<file path="src/rtl/phase_seq_pkg.sv">
// rtl/phase_seq_pkg.sv - shared state encoding for the phase sequencer
//
// Purpose: sequencer state type and its fixed encoding, which is also the
// value driven on phase_sequencer.seq_state.
// Ports: none (package).
package phase_seq_pkg;

  typedef enum logic [1:0] {
    ST_IDLE      = 2'd0,
    ST_RUN       = 2'd1,
    ST_STEP_WAIT = 2'd2,
    ST_HALTED    = 2'd3
  } seq_state_t;

endpackage

</file>
<file path="src/rtl/ring_index.sv">
// rtl/ring_index.sv - modulo-MOD index counter with enable and wrap flag
//
// Purpose: counts 0..MOD-1 on enabled edges and returns to 0 after MOD-1.
// Ports:
//   clk  - clock, rising edge
//   rst  - asynchronous active-high reset, index to 0
//   en   - advance the index on this edge
//   idx  - current index
//   wrap - high when an enabled edge will take idx from MOD-1 back to 0
module ring_index #(
  parameter int MOD = 3,
  localparam int IW = (MOD > 1) ? $clog2(MOD) : 1
) (
  input  logic          clk,
  input  logic          rst,
  input  logic          en,
  output logic [IW-1:0] idx,
  output logic          wrap
);

  localparam logic [IW-1:0] LAST = IW'(MOD - 1);

  assign wrap = en && (idx == LAST);

  always_ff @(posedge clk or posedge rst) begin
    if (rst) begin
      idx <= '0;
    end else if (en) begin
      idx <= wrap ? '0 : idx + IW'(1);
    end
  end

endmodule

</file>
<file path="src/rtl/phase_sequencer.sv">
// rtl/phase_sequencer.sv - one-hot T-phase / W-step timing generator
//
// Purpose: sequences T_PHASES fast phases inside each of W_STEPS slow steps
// per instruction cycle, with stall, halt-at-boundary and single-step control.
// Optional feature macro: PHASE_SEQ_CYCLE_CNT_EN (when defined, cycle_count
// counts completed instruction cycles; otherwise it is tied to 0).
// Ports:
//   clk, rst     - clock and asynchronous active-high reset
//   run          - leave IDLE when high
//   stall        - freeze phase/step indices this clock
//   halt_req     - go to HALTED at the next instruction boundary
//   step_mode    - pause in STEP_WAIT at every instruction boundary
//   step_go      - release one instruction from STEP_WAIT
//   t_phase      - one-hot T-phase strobe (zero outside RUN)
//   w_step       - one-hot W-step strobe (zero outside RUN)
//   instr_start  - first clock of an instruction cycle
//   cycle_end    - last clock of an instruction cycle
//   seq_state    - IDLE=0, RUN=1, STEP_WAIT=2, HALTED=3
//   cycle_count  - completed instruction cycles, modulo 2^CNT_W
module phase_sequencer
  import phase_seq_pkg::*;
#(
  parameter int T_PHASES = 3,
  parameter int W_STEPS  = 6,
  parameter int CNT_W    = 32
) (
  input  logic                clk,
  input  logic                rst,
  input  logic                run,
  input  logic                stall,
  input  logic                halt_req,
  input  logic                step_mode,
  input  logic                step_go,
  output logic [T_PHASES-1:0] t_phase,
  output logic [W_STEPS-1:0]  w_step,
  output logic                instr_start,
  output logic                cycle_end,
  output logic [1:0]          seq_state,
  output logic [CNT_W-1:0]    cycle_count
);

  localparam int TW = (T_PHASES > 1) ? $clog2(T_PHASES) : 1;
  localparam int WW = (W_STEPS > 1) ? $clog2(W_STEPS) : 1;

  seq_state_t    state;
  seq_state_t    state_next;
  logic          in_run;
  logic          t_en;
  logic          t_wrap;
  logic          w_wrap;
  logic [TW-1:0] t_idx;
  logic [WW-1:0] w_idx;
  logic          first_q;

  assign in_run = (state == ST_RUN);
  assign t_en   = in_run && !stall;

  // Indices only move in RUN and RUN is only left at a boundary, where both
  // have just wrapped, so they are already 0 whenever RUN is re-entered.
  ring_index #(.MOD(T_PHASES)) u_t_index (
    .clk  (clk),
    .rst  (rst),
    .en   (t_en),
    .idx  (t_idx),
    .wrap (t_wrap)
  );

  ring_index #(.MOD(W_STEPS)) u_w_index (
    .clk  (clk),
    .rst  (rst),
    .en   (t_wrap),
    .idx  (w_idx),
    .wrap (w_wrap)
  );

  // State register
  always_ff @(posedge clk or posedge rst) begin
    if (rst) begin
      state <= ST_IDLE;
    end else begin
      state <= state_next;
    end
  end

  // Next-state logic; w_wrap is exactly the unstalled last clock of a cycle
  always_comb begin
    state_next = state;
    case (state)
      ST_IDLE: begin
        if (run) state_next = ST_RUN;
      end
      ST_RUN: begin
        if (w_wrap) begin
          if (halt_req)       state_next = ST_HALTED;
          else if (step_mode) state_next = ST_STEP_WAIT;
        end
      end
      ST_STEP_WAIT: begin
        if (halt_req)     state_next = ST_HALTED;
        else if (step_go) state_next = ST_RUN;
      end
      default: state_next = ST_HALTED;
    endcase
  end

  // Marks the clock right after an instruction is launched, so a stall in
  // that first clock cannot produce a second instr_start at indices 0/0.
  always_ff @(posedge clk or posedge rst) begin
    if (rst) begin
      first_q <= 1'b0;
    end else begin
      first_q <= (state_next == ST_RUN) && (!in_run || w_wrap);
    end
  end

  // Outputs
  always_comb begin
    t_phase     = '0;
    w_step      = '0;
    instr_start = first_q;
    cycle_end   = w_wrap;
    seq_state   = state;
    if (in_run) begin
      t_phase = T_PHASES'(1) << t_idx;
      w_step  = W_STEPS'(1) << w_idx;
    end
  end

`ifdef PHASE_SEQ_CYCLE_CNT_EN
  logic [CNT_W-1:0] count_q;

  always_ff @(posedge clk or posedge rst) begin
    if (rst) begin
      count_q <= '0;
    end else if (w_wrap) begin
      count_q <= count_q + CNT_W'(1);
    end
  end

  assign cycle_count = count_q;
`else
  assign cycle_count = '0;
`endif

endmodule

</file>
<file path="config.mk">
export PLATFORM = sky130hd
export DESIGN_NAME = phase_sequencer
export DESIGN_NICKNAME = d
export VERILOG_FILES = /design/src/rtl/phase_seq_pkg.sv /design/src/rtl/ring_index.sv /design/src/rtl/phase_sequencer.sv
export SDC_FILE = /design/constraint.sdc
export NUM_CORES = 1
export LEC_CHECK = 0
export BUFFER_PORTS_ARGS = -buffer_cell sky130_fd_sc_hd__buf_2
export CORE_UTILIZATION = 37
export CTS_CLUSTER_DIAMETER = 30
export CTS_CLUSTER_SIZE = 14
export DETAILED_ROUTE_END_ITERATION = 10
export HOLD_SLACK_MARGIN = 0.12
export PLACE_DENSITY_LB_ADDON = 0.05
export SLEW_MARGIN = 10
export SYNTH_ARGS = -nofsm -noshare
export SYNTH_HDL_FRONTEND = slang
export SYNTH_SLANG_ARGS = --single-unit
</file>
<file path="constraint.sdc">
create_clock -name clk -period 1.5 [get_ports clk]
set_input_delay 0.075 -clock clk [delete_from_list [all_inputs] [get_ports clk]]
set_output_delay 0.075 -clock clk [all_outputs]
set_load 0.01 [all_outputs]
</file>
==> flow_summary.ini <==
[outcome]
status = complete, but fails checks
violations = negative setup slack

[final_layout]
area_delta_synth_final_pct = 17.66
drive_above_1_share_pct = 33.06
layout.cells.most_common = conb_1
num_antenna_cells = 0
nFillCells = 220
nets = 135
most-common-layout-cells = 32 x conb_1, 18 x buf_2, 7 x buf_4
stdcell_area_um2 = 942.2

[grt]
grt_overflow = 0
busiest_layer = met1
use_met1_pct = 16.41
grt_util_met2_pct = 16.20
antenna_found_initial = 0
grt_use_total_pct = 11.80
grt_pass1_wl_um = 2118
grt_max_degree = 16
first_global_vias = 489
use_met3_pct = 0.9434

[sta]
hold_viol = 0
worst_slack_ns = -0.01514
rsz0062_at_grt = true
fin_crit_ns = 1.515
tns_ns = -0.01514
fin_skew_ns = 0.006197
fin_crit_sh_pct = 101.0
maxSlewViolCount = 0
max_freq_mhz = 660.0
setup_viol = 1

[clock_tree]
clock-root-buffer = clkbuf_4
cts_buffers = 3
clock_latency_ns = 0.25
cts_sinks = 8
cts_tree = yes
cts.reportedPaths.clkPinSlew_ns = 0.06
clockBufferDepth = 2
h-tree-depth = 1

[setup_path]
crit_fanout = 2
max_stage_delay_ns = 0.56
cpLargestDelayFamily = simple AND/OR/NAND/NOR gates
slowest_stage = or4b_4
crit_type = flip-flop to primary output
end_kind = primary output
arrival_ns = 1.44
cp_num_buf_inv = 1
crit_path_cell_trace = or4b_4, nor2b_4, buf_6
worst_setup_path_start_kind = flip-flop
required_ns = 1.42

[power_and_ir_drop]
max-vdd-ir-drop_mv = 0.7477
powerDensity_mw_per_mm2 = 1613
p_leak_uw = 0.0005253
finalPower_uw = 1520

[hold_path]
min_path_type = input pin to flip-flop

[die]
initial_core_util_pct = 40.00
die_h_um = 48.52
rows = 16
die_w_um = 48.52
io-pin-count = 52
die_area_mm2 = 0.002354
fp.coreArea_mm2 = 0.002002

[synthesis]
synth_async_sr_flop_share_pct = 100.0
synthFlopType = dfrtp_1
yosys_warnings = 0
synth.distinct_cells = 27
synth-edff-count = 0
synth_seq_cells = 8
synth_area_per_cell_um2 = 8.704
ys_seq_area_share_pct = 25.00
synth.cell_area_um2 = 800.8
synthCells = 92

[placement]
dpl.hpwl_um = 992.8
gp_congestion = 0.7540
place_area_um2 = 818.3
port_buffers = 19

[route]
vias_per_cell = 4.182
drc_errors = 0
drt_iter0_markers = 10
drt_pass1_iterations = 4
drtAntennaViolNets = 0
wirelength_um = 1410
wl_per_cell_um = 9.527
vias = 619

[job]
drv_cap = 0
## cell type report
| type | instances | area (µm²) | share of cell area (%) |
|---|---|---|---|
| timing repair buffer | 29 | 183.9 | 19.52 |
| multi-input combinational | 75 | 476.7 | 50.60 |
| clock buffer | 3 | 22.52 | 2.390 |
| inverter | 6 | 22.52 | 2.390 |
| tap | 27 | 33.78 | 3.586 |
| sequential | 8 | 202.7 | 21.51 |
## registers in the layout (all words and copies together), names as in the netlist
register	flops
u_w_index.idx	3
seq_state	2
u_t_index.idx	2
instr_start	1
## tightest hold or removal path: cells and delay by family
kind	cells	cell delay (ns)
buf+inv	2	0.14
compound gates	2	0.12
## through the flow
step / util, % / hold WS (ns) / cells / setup slack [ns]
global route: 47.06 / 0.1650 / 148 / -0.05531
finish: 47.06 / 0.1281 / 148 / -0.01514
floorplan: - / -0.1093 / 123 / 0.1732
CTS: 45.69 / 0.1219 / 147 / -0.02375
global placement: 40.88 / 0.04774 / 138 / 0.1531
detailed placement: 40.88 / 0.03668 / 138 / 0.1511
## what timing repair did
| action | in CTS | in global routing |
|---|---|---|
| setup buffers | 3 | 1 |
| setup endpoints to repair | 2 | 7 |
| resized for setup | 5 | 4 |
| gates cloned | 0 | 0 |
| hold buffers | 3 | 0 |
| pin swaps | 1 | 1 |
| endpoints found under the hold margin | 10 | 0 |
## cells by family after synthesis
family | count (synthesis) | share of synthesized area [%]
compound gates | 10 | 8.438
flops | 8 | 25.00
simple gates | 25 | 20.16
fa+ha+maj | 5 | 7.813
mux | 3 | 4.062
other cells | 1 | 0.4683
buf+inv | 40 | 34.06
## layer usage
layer  up-vias  wire length (µm)  share of wire (%)
met3         4               106                7.5
met2        40               668                 47
met1       270               591                 42
li1        305                 -                  -
met4         0                44                3.1
met5         -                 0                  0
## synthesized netlist by cell type, types with 2 or more instances
library cell	number	share of area (%)
a21oi_1	2	1.3
buf_2	2	1.3
buf_4	32	30
dfrtp_1	8	25
ha_1	5	7.8
inv_1	6	2.8
nand2_1	3	1.4
nand2b_1	2	1.6
nor2_1	6	2.8
nor3_1	2	1.3
nor3b_1	5	4.7
o21ai_0	2	1.3
o21ai_1	2	1.3
o31ai_1	2	1.9
## power breakdown
part / switching (µW) / internal [µW]
Clock: 72.7 / 91.5
Combinational: 522 / 445
Sequential: 77.9 / 311
Total: 673 / 847
## final timing paths
kind,depth (start not counted),slack [ns],startpoint,to
max,3,-0.02,u_t_index.idx[0],cycle_end
min,4,0.13,step_go,seq_state[1]
max reg2reg,4,0.09,seq_state[1],instr_start
min reg2reg,2,0.60,u_t_index.idx[0],u_t_index.idx[0]
max in group asynchronous,3,0.92,rst,seq_state[1]
min in group asynchronous,3,0.31,rst,u_t_index.idx[1]
Power figures use the tool's default switching activity.
